File: src/rtl/frame_cfg_pkg.sv
// Shared constants, widths and FSM state type for the frame configuration writer.
package frame_cfg_pkg;

   // Fabric geometry
   localparam int unsigned FRAME_BITS_PER_ROW = 32;
   localparam int unsigned MAX_FRAMES_PER_COL = 20;
   localparam int unsigned NUM_ROWS           = 4;
   localparam int unsigned NUM_COLUMNS        = 4;

   // Derived widths
   localparam int unsigned WORD_W       = FRAME_BITS_PER_ROW;
   localparam int unsigned FRAME_DATA_W = NUM_ROWS * FRAME_BITS_PER_ROW;
   localparam int unsigned STROBE_W     = NUM_COLUMNS * MAX_FRAMES_PER_COL;
   localparam int unsigned COL_W        = $clog2(NUM_COLUMNS);
   localparam int unsigned FRM_W        = $clog2(MAX_FRAMES_PER_COL);
   localparam int unsigned ROW_W        = $clog2(NUM_ROWS);
   localparam int unsigned CNT_W        = 16;

   // Stream control words
   localparam logic [WORD_W-1:0] SYNC_WORD  = 32'hFAB0_FAB1;
   localparam logic [7:0]        OP_WRITE   = 8'h01;
   localparam logic [7:0]        OP_DESYNC  = 8'h02;

   // Header field positions (each field is 8 bits wide)
   localparam int unsigned HDR_FIELD_W   = 8;
   localparam int unsigned HDR_OP_LSB    = 24;
   localparam int unsigned HDR_COL_LSB   = 16;
   localparam int unsigned HDR_FRAME_LSB = 0;

   typedef enum logic [1:0] {
      IDLE   = 2'd0,
      HEADER = 2'd1,
      DATA   = 2'd2,
      STROBE = 2'd3
   } state_t;

endpackage

File: src/rtl/frame_config_writer_if.sv
// Bitstream word stream: valid/ready handshake carrying one 32-bit word per transfer.
//   master : drives s_data, s_valid; receives s_ready
//   slave  : receives s_data, s_valid; drives s_ready
interface frame_config_writer_if;
   import frame_cfg_pkg::*;

   logic [WORD_W-1:0] s_data;
   logic              s_valid;
   logic              s_ready;

   modport master (output s_data, output s_valid, input  s_ready);
   modport slave  (input  s_data, input  s_valid, output s_ready);
endinterface

File: src/rtl/frame_strobe_decoder.sv
// One-hot decode of (column, frame) into the fabric-wide FrameStrobe vector.
//   column, frame : latched frame address
//   enable        : when low the output is all zero
//   strobe_c      : bit column*MAX_FRAMES_PER_COL+frame set when enabled
module frame_strobe_decoder
   import frame_cfg_pkg::*;
(
   input  logic [COL_W-1:0]    column,
   input  logic [FRM_W-1:0]    frame,
   input  logic                enable,
   output logic [STROBE_W-1:0] strobe_c
);

   always_comb begin
      strobe_c = '0;
      for (int unsigned c = 0; c < NUM_COLUMNS; c++) begin
         for (int unsigned f = 0; f < MAX_FRAMES_PER_COL; f++) begin
            strobe_c[c*MAX_FRAMES_PER_COL + f] = enable &&
                                                 (column == COL_W'(c)) &&
                                                 (frame  == FRM_W'(f));
         end
      end
   end

endmodule

File: src/rtl/frame_config_writer.sv
// Frame writer: parses a SYNC/HEADER/DATA word stream, assembles one frame across
// all rows and fires a single-cycle FrameStrobe into the addressed column.
//   CLK, resetn    : clock, asynchronous active-low reset
//   s              : slave side of the bitstream word stream
//   FrameData      : row r on bits [r*32+31:r*32]
//   FrameStrobe    : one-hot strobe, high only for the single STROBE cycle
//   busy           : high outside IDLE
//   err            : sticky protocol error, cleared by reset or SYNC
//   frames_written : strobes issued, wrapping 16-bit count
module frame_config_writer
   import frame_cfg_pkg::*;
(
   input  logic                    CLK,
   input  logic                    resetn,
   frame_config_writer_if.slave    s,
   output logic [FRAME_DATA_W-1:0] FrameData,
   output logic [STROBE_W-1:0]     FrameStrobe,
   output logic                    busy,
   output logic                    err,
   output logic [CNT_W-1:0]        frames_written
);

   state_t                                    state;
   logic [NUM_ROWS-1:0][FRAME_BITS_PER_ROW-1:0] rows_q;
   logic [ROW_W-1:0]                          row_cnt;
   logic [COL_W-1:0]                          col_q;
   logic [FRM_W-1:0]                          frm_q;
   logic                                      skip_q;

   logic                    xfer;
   logic [7:0]              hdr_op;
   logic [7:0]              hdr_col;
   logic [7:0]              hdr_frame;
   logic                    addr_ok;
   logic                    last_row;
   logic [STROBE_W-1:0]     strobe_c;

   assign xfer      = s.s_valid && s.s_ready;
   assign hdr_op    = s.s_data[HDR_OP_LSB    +: HDR_FIELD_W];
   assign hdr_col   = s.s_data[HDR_COL_LSB   +: HDR_FIELD_W];
   assign hdr_frame = s.s_data[HDR_FRAME_LSB +: HDR_FIELD_W];
   assign addr_ok   = (hdr_col < 8'(NUM_COLUMNS)) && (hdr_frame < 8'(MAX_FRAMES_PER_COL));
   assign last_row  = (state == DATA) && xfer && (row_cnt == ROW_W'(NUM_ROWS - 1));
   assign FrameData = rows_q;

   // Decode is enabled on the accepting edge of the last row so the registered strobe
   // lands exactly in the STROBE cycle.
   frame_strobe_decoder u_decoder (
      .column   (col_q),
      .frame    (frm_q),
      .enable   (last_row && !skip_q),
      .strobe_c (strobe_c)
   );

   // Protocol FSM with all outputs registered
   always_ff @(posedge CLK or negedge resetn) begin
      if (!resetn) begin
         state          <= IDLE;
         rows_q         <= '0;
         row_cnt        <= '0;
         col_q          <= '0;
         frm_q          <= '0;
         skip_q         <= 1'b0;
         FrameStrobe    <= '0;
         busy           <= 1'b0;
         err            <= 1'b0;
         frames_written <= '0;
         s.s_ready      <= 1'b0;
      end else begin
         s.s_ready   <= 1'b1;
         FrameStrobe <= strobe_c;
         case (state)
            IDLE: begin
               if (xfer && (s.s_data == SYNC_WORD)) begin
                  err   <= 1'b0;
                  state <= HEADER;
                  busy  <= 1'b1;
               end
            end
            HEADER: begin
               if (xfer) begin
                  if (hdr_op == OP_WRITE) begin
                     // Out-of-range address still consumes the data words, in skip mode
                     col_q   <= COL_W'(hdr_col);
                     frm_q   <= FRM_W'(hdr_frame);
                     skip_q  <= !addr_ok;
                     row_cnt <= '0;
                     state   <= DATA;
                     if (!addr_ok) err <= 1'b1;
                  end else if (hdr_op == OP_DESYNC) begin
                     state <= IDLE;
                     busy  <= 1'b0;
                  end else if (s.s_data != SYNC_WORD) begin
                     err   <= 1'b1;
                     state <= IDLE;
                     busy  <= 1'b0;
                  end
               end
            end
            DATA: begin
               if (xfer) begin
                  if (!skip_q) rows_q[row_cnt] <= s.s_data;
                  if (row_cnt == ROW_W'(NUM_ROWS - 1)) begin
                     if (skip_q) begin
                        state <= HEADER;
                     end else begin
                        state          <= STROBE;
                        s.s_ready      <= 1'b0;
                        frames_written <= frames_written + CNT_W'(1);
                     end
                  end else begin
                     row_cnt <= row_cnt + ROW_W'(1);
                  end
               end
            end
            STROBE: begin
               state <= HEADER;
            end
            default: begin
               state <= IDLE;
               busy  <= 1'b0;
            end
         endcase
      end
   end

endmodule
File: src/flat_wrapper.sv
// flat-port wrapper written by rule: the top's interface ports become plain ports
module frame_config_writer_flat import frame_cfg_pkg::*;
  (CLK, resetn, FrameData, FrameStrobe, busy, err, frames_written, s_s_data, s_s_valid, s_s_ready);
  frame_config_writer_if s_i ();
  input  logic CLK;
  input  logic resetn;
  output logic [FRAME_DATA_W-1:0] FrameData;
  output logic [STROBE_W-1:0] FrameStrobe;
  output logic busy;
  output logic err;
  output logic [CNT_W-1:0] frames_written;
  input wire logic [$bits(s_i.s_data)-1:0] s_s_data;
  input wire logic [$bits(s_i.s_valid)-1:0] s_s_valid;
  output wire logic [$bits(s_i.s_ready)-1:0] s_s_ready;
  assign s_i.s_data = s_s_data;
  assign s_i.s_valid = s_s_valid;
  assign s_s_ready = s_i.s_ready;
  frame_config_writer u_core (.CLK(CLK), .resetn(resetn), .s(s_i), .FrameData(FrameData), .FrameStrobe(FrameStrobe), .busy(busy), .err(err), .frames_written(frames_written));
endmodule
File: config.mk
export PLATFORM = sky130hd
export DESIGN_NAME = frame_config_writer_flat
export DESIGN_NICKNAME = d
export VERILOG_FILES = /design/src/rtl/frame_cfg_pkg.sv /design/src/rtl/frame_config_writer_if.sv /design/src/rtl/frame_strobe_decoder.sv /design/src/rtl/frame_config_writer.sv /design/src/flat_wrapper.sv
export SDC_FILE = /design/constraint.sdc
export NUM_CORES = 1
export LEC_CHECK = 0
export ABC_CLOCK_PERIOD_IN_PS = 2400
export CAP_MARGIN = 0
export CORE_AREA = 4 4 126 176
export DETAILED_ROUTE_END_ITERATION = 10
export DIE_AREA = 0 0 130 180
export PLACE_DENSITY_LB_ADDON = 0.1
export SLEW_MARGIN = 10
export SYNTH_ARGS = -nofsm -noshare
export SYNTH_HDL_FRONTEND = slang
export SYNTH_SLANG_ARGS = --single-unit
export TNS_END_PERCENT = 30
File: constraint.sdc
create_clock -name CLK -period 2.4 [get_ports CLK]
set_input_delay 0.36 -clock CLK [delete_from_list [all_inputs] [get_ports CLK]]
set_output_delay 0.36 -clock CLK [all_outputs]
set_load 0.05 [all_outputs]
==> key figures <==
Placement
  – HPWL Detailed: around 17000 µm
  – I/O Buffers: 261
  – Dpl cell area: 0.0122 mm²
  – Routability congestion estimate: 0.784
  – Placed Cells: 1244
  – Setup WS pre-CTS: -0.265 ns

Setup path
  – WP data required: just over 2 ns
  – Family with the most delay on the worst path: buffers and inverters
  – Worst path cell trace: clkdlybuf4s50_1
  – CP Class: reg -> out
  – Reg2Reg Depth: 8
  – Reg2reg end: u_core.FrameStrobe[17]
  – Largest stage delay, worst path: between 0.8 and 0.9 ns
  – CP Capture Type: output pin
  – CP max-delay cell: clkdlybuf4s50_1
  – CP bufs+invs: 1
  – Crit path arrival time: 1.81 ns
  – Worst Setup Start Kind: flip-flop
  – R2R setup slack: ~0.36 ns
  – Worst Setup SP: u_core.frames_written[4]
  – RR Startpoint: u_core.state[0]
  – Crit-path max FO: 6

Clock tree
  – Clk Tree Root Cell: clkbuf_16
  – Num Clock Sinks: 239
  – Post-CTS setup buffer count: 0
  – CTS max path bufs: 3
  – Cts repair resizes: 0
  – Reg clk slew, reported paths: approximately 0.070 ns
  – CTS Buf Count: 24
  – H-tree Lvls: 1
  – Clk_lat worst skew: between 0.5 and 0.6 ns
  – CTS tree: built

Cells and area
  – Final Non-Filler Cells: 1290
  – Fill cell count: roughly 1700
  – Multi-input logic area: ~0.0028 mm²
  – Storage element area: 0.00598 mm²
  – Layout area overhead: 48.5%
  – Share of cells above drive strength 1: about 21%
  – Nets: ~1100
  – Post-route design area: about 0.013 mm²

Yosys
  – Multiplexer share of the synthesized area: approximately an eighth
  – Xor and xnor area share after synthesis: around 1.6%
  – Mapped Area: slightly below 0.009 mm²
  – Simple-gate share of the synthesized area: 14.0%
  – Synth Flop Type: dfrtp_1
  – Post-synthesis share of cell area spent on full adders, half adders and majority gates: between 1 and 1.5%
  – Yosys cell types: 44
  – Sequential share of the synthesized area: 67.2%
  – Cell count after synthesis: 700
  – Mean post-synth cell area: about 13 µm²
  – Syn nets: roughly 740
  – Async SR Flop Fraction: 100%
  – Post-synthesis compound-gate area fraction: 1.46%
  – #FFs+latches synth: 239
  – Yosys warns: 0
  – Post-synth EDFFs: 0
  – Largest family of logic cells by synthesized area: simple AND/OR/NAND/NOR gates

Drt
  – Antenna viol nets, final: 0
  – Residual DRC: 0
  – Vias: 6355
  – Wire per inst: approximately 19 µm
  – Pre-antenna DRT Iters: 4
  – Routed wire length: roughly 24000 µm
  – Vias per cell: slightly below 5
  – Initial drt markers: between 300 and 400

Floorplan
  – Effective utilization at floorplan: approximately 43%
  – Standard-cell rows: between 60 and 70
  – Chip Width: ~130 µm
  – Die Span Y: 180 µm
  – Die area: approximately 0.023 mm²
  – Core Area: about 0.020 mm²
  – Io pins: 262

Timing
  – Worst slew pin tran: 0.591 ns
  – F_max: between 400 and 500 MHz
  – Setup TNS: 0 ns
  – Final WS setup: 0.230 ns
  – Hold Violations, Final: 0
  – Max Slew Vio Count: 0
  – RSZ-0062 raised after global routing: no
  – Slew headroom: ~60%
  – Clock Skews: roughly 0.016 ns
  – Period minus WS final: between 2 and 2.5 ns
  – Final setup viols: 0
  – Crit share post-route: 90.4%

GRT
  – Vias in the first global route: approximately 6600
  – Initial antenna violation count: 1
  – First-pass GRT wire length: a little under 40000 µm
  – Total grt overflow: 0
  – All-Layer GR Usage: 20.9%
  – Pin count of the biggest net entering global routing: between 60 and 70

Min path
  – Worst Hold Class: in -> async

Power
  – Maximum VDD drop: ~0.57 mV
  – Leakage: between 0.006 and 0.007 µW
  – Power Total: 8940 µW
  – PD cells: around 680 mW/mm²

Run
  – Max-cap violations: 0

Run status
  – Outcome: completed
-- cells by family (layout without fill, tap and decap cells) --
logic type | after synthesis | after routing
buffers and inverters | 36 | 369
AND/OR/NAND/NOR | 277 | 277
multiplexers | 104 | 104
adder cells (fa/ha/maj) | 8 | 8
AO/OA/AOI/OAI | 20 | 20
other | 0 | 1
flip-flops | 239 | 239
XOR/XNOR | 16 | 16
-- through the flow --
| stage | utilization [%] | hold slack [ns] |
|---|---|---|
| after floorplan | - | 0.0644 |
| after CTS | 64.6 | 0.384 |
| after detailed placement | 59.8 | 0.337 |
| after global placement | 59.8 | 0.335 |
| after global routing | 64.6 | 0.426 |
| final | 64.6 | 0.381 |
-- per-layer routing --
metal | track usage [%] | share of wire, %
met5 | 0 | 0
met4 | 5.74 | 2.7
met3 | 5.79 | 8.0
met2 | 36.5 | 52
met1 | 25.2 | 38
-- sequential cells by signal, indices dropped and copies added, names as in the netlist, 2 cells and up --
name,cells
u_core.FrameData,128
u_core.FrameStrobe,80
u_core.frames_written,16
u_core.frm_q,5
u_core.col_q,2
u_core.row_cnt,2
u_core.state,2
-- where the power goes --
| group | leakage [µW] | internal (µW) | total, µW | switching, µW |
|---|---|---|---|---|
| Clock | 0.000464 | 2910 | 4520 | 1610 |
| Sequential | 0.00334 | 4040 | 4050 | 10.1 |
| Combinational | 0.00244 | 152 | 374 | 222 |
-- area by class of cell --
class,count,share of cell area (%)
Tap cell,256,2.42
Multi-Input combinational cell,425,21.2
Antenna cell,1,0.0189
Sequential cell,239,45.2
Inverter,8,0.227
Clock buffer,27,4.86
Clock inverter,17,2.46
Timing Repair Buffer,317,23.6
-- cells in the final DEF (no fill, tap or decap), types with 3 or more instances in the layout --
master | Yosys | routed
a21oi_1 | 5 | 5
buf_12 | 0 | 7
buf_4 | 0 | 48
bufinv_16 | 0 | 9
clkbuf_16 | 0 | 25
clkdlybuf4s50_1 | 0 | 260
clkinv_2 | 0 | 3
clkinvlp_4 | 0 | 3
dfrtp_1 | 239 | 239
ha_1 | 8 | 8
inv_1 | 7 | 7
mux2_2 | 103 | 103
nand2_1 | 127 | 124
nand2_2 | 0 | 3
nand2b_1 | 4 | 4
nand3_1 | 14 | 14
nand4_1 | 8 | 8
nand4b_1 | 3 | 3
nor2_1 | 89 | 89
nor2b_1 | 6 | 6
nor3_1 | 5 | 5
o21ai_0 | 5 | 5
or4_4 | 3 | 3
or4bb_1 | 3 | 3
xnor2_1 | 15 | 15
-- synthesized netlist by cell type, types with 2 or more instances --
master / count / area [µm²]
a21oi_1: 5 / 25.0
and2_1: 3 / 18.8
buf_1: 10 / 37.5
clkbuf_1: 18 / 67.6
dfrtp_1: 239 / 5980
ha_1: 8 / 100
inv_1: 7 / 26.3
mux2_2: 103 / 1160
nand2_1: 127 / 477
nand2b_1: 4 / 25.0
nand3_1: 14 / 70.1
nand4_1: 8 / 50.1
nand4b_1: 3 / 26.3
nor2_1: 89 / 334
nor2b_1: 6 / 37.5
nor3_1: 5 / 25.0
o21ai_0: 5 / 25.0
o41ai_1: 2 / 17.5
or4_4: 3 / 33.8
or4bb_1: 3 / 33.8
xnor2_1: 15 / 131
-- repair_timing --
action                                 4_1_cts  5_1_grt
hold buffers                                 1        0
setup endpoints to repair                    0        0
endpoints found under the hold margin       56        0
-- how the worst max path moves through the flow --
stage	to	slack, ns	cells after the start
floorplan	u_core.col_q[0]	0.30	4
global placement	u_core.frm_q[4]	-0.25	6
detailed placement	u_core.col_q[1]	-0.26	6
CTS	frames_written[4]	0.19	1
global route	frames_written[4]	0.18	1
finish	frames_written[4]	0.23	1
Power figures use the tool's default switching activity.
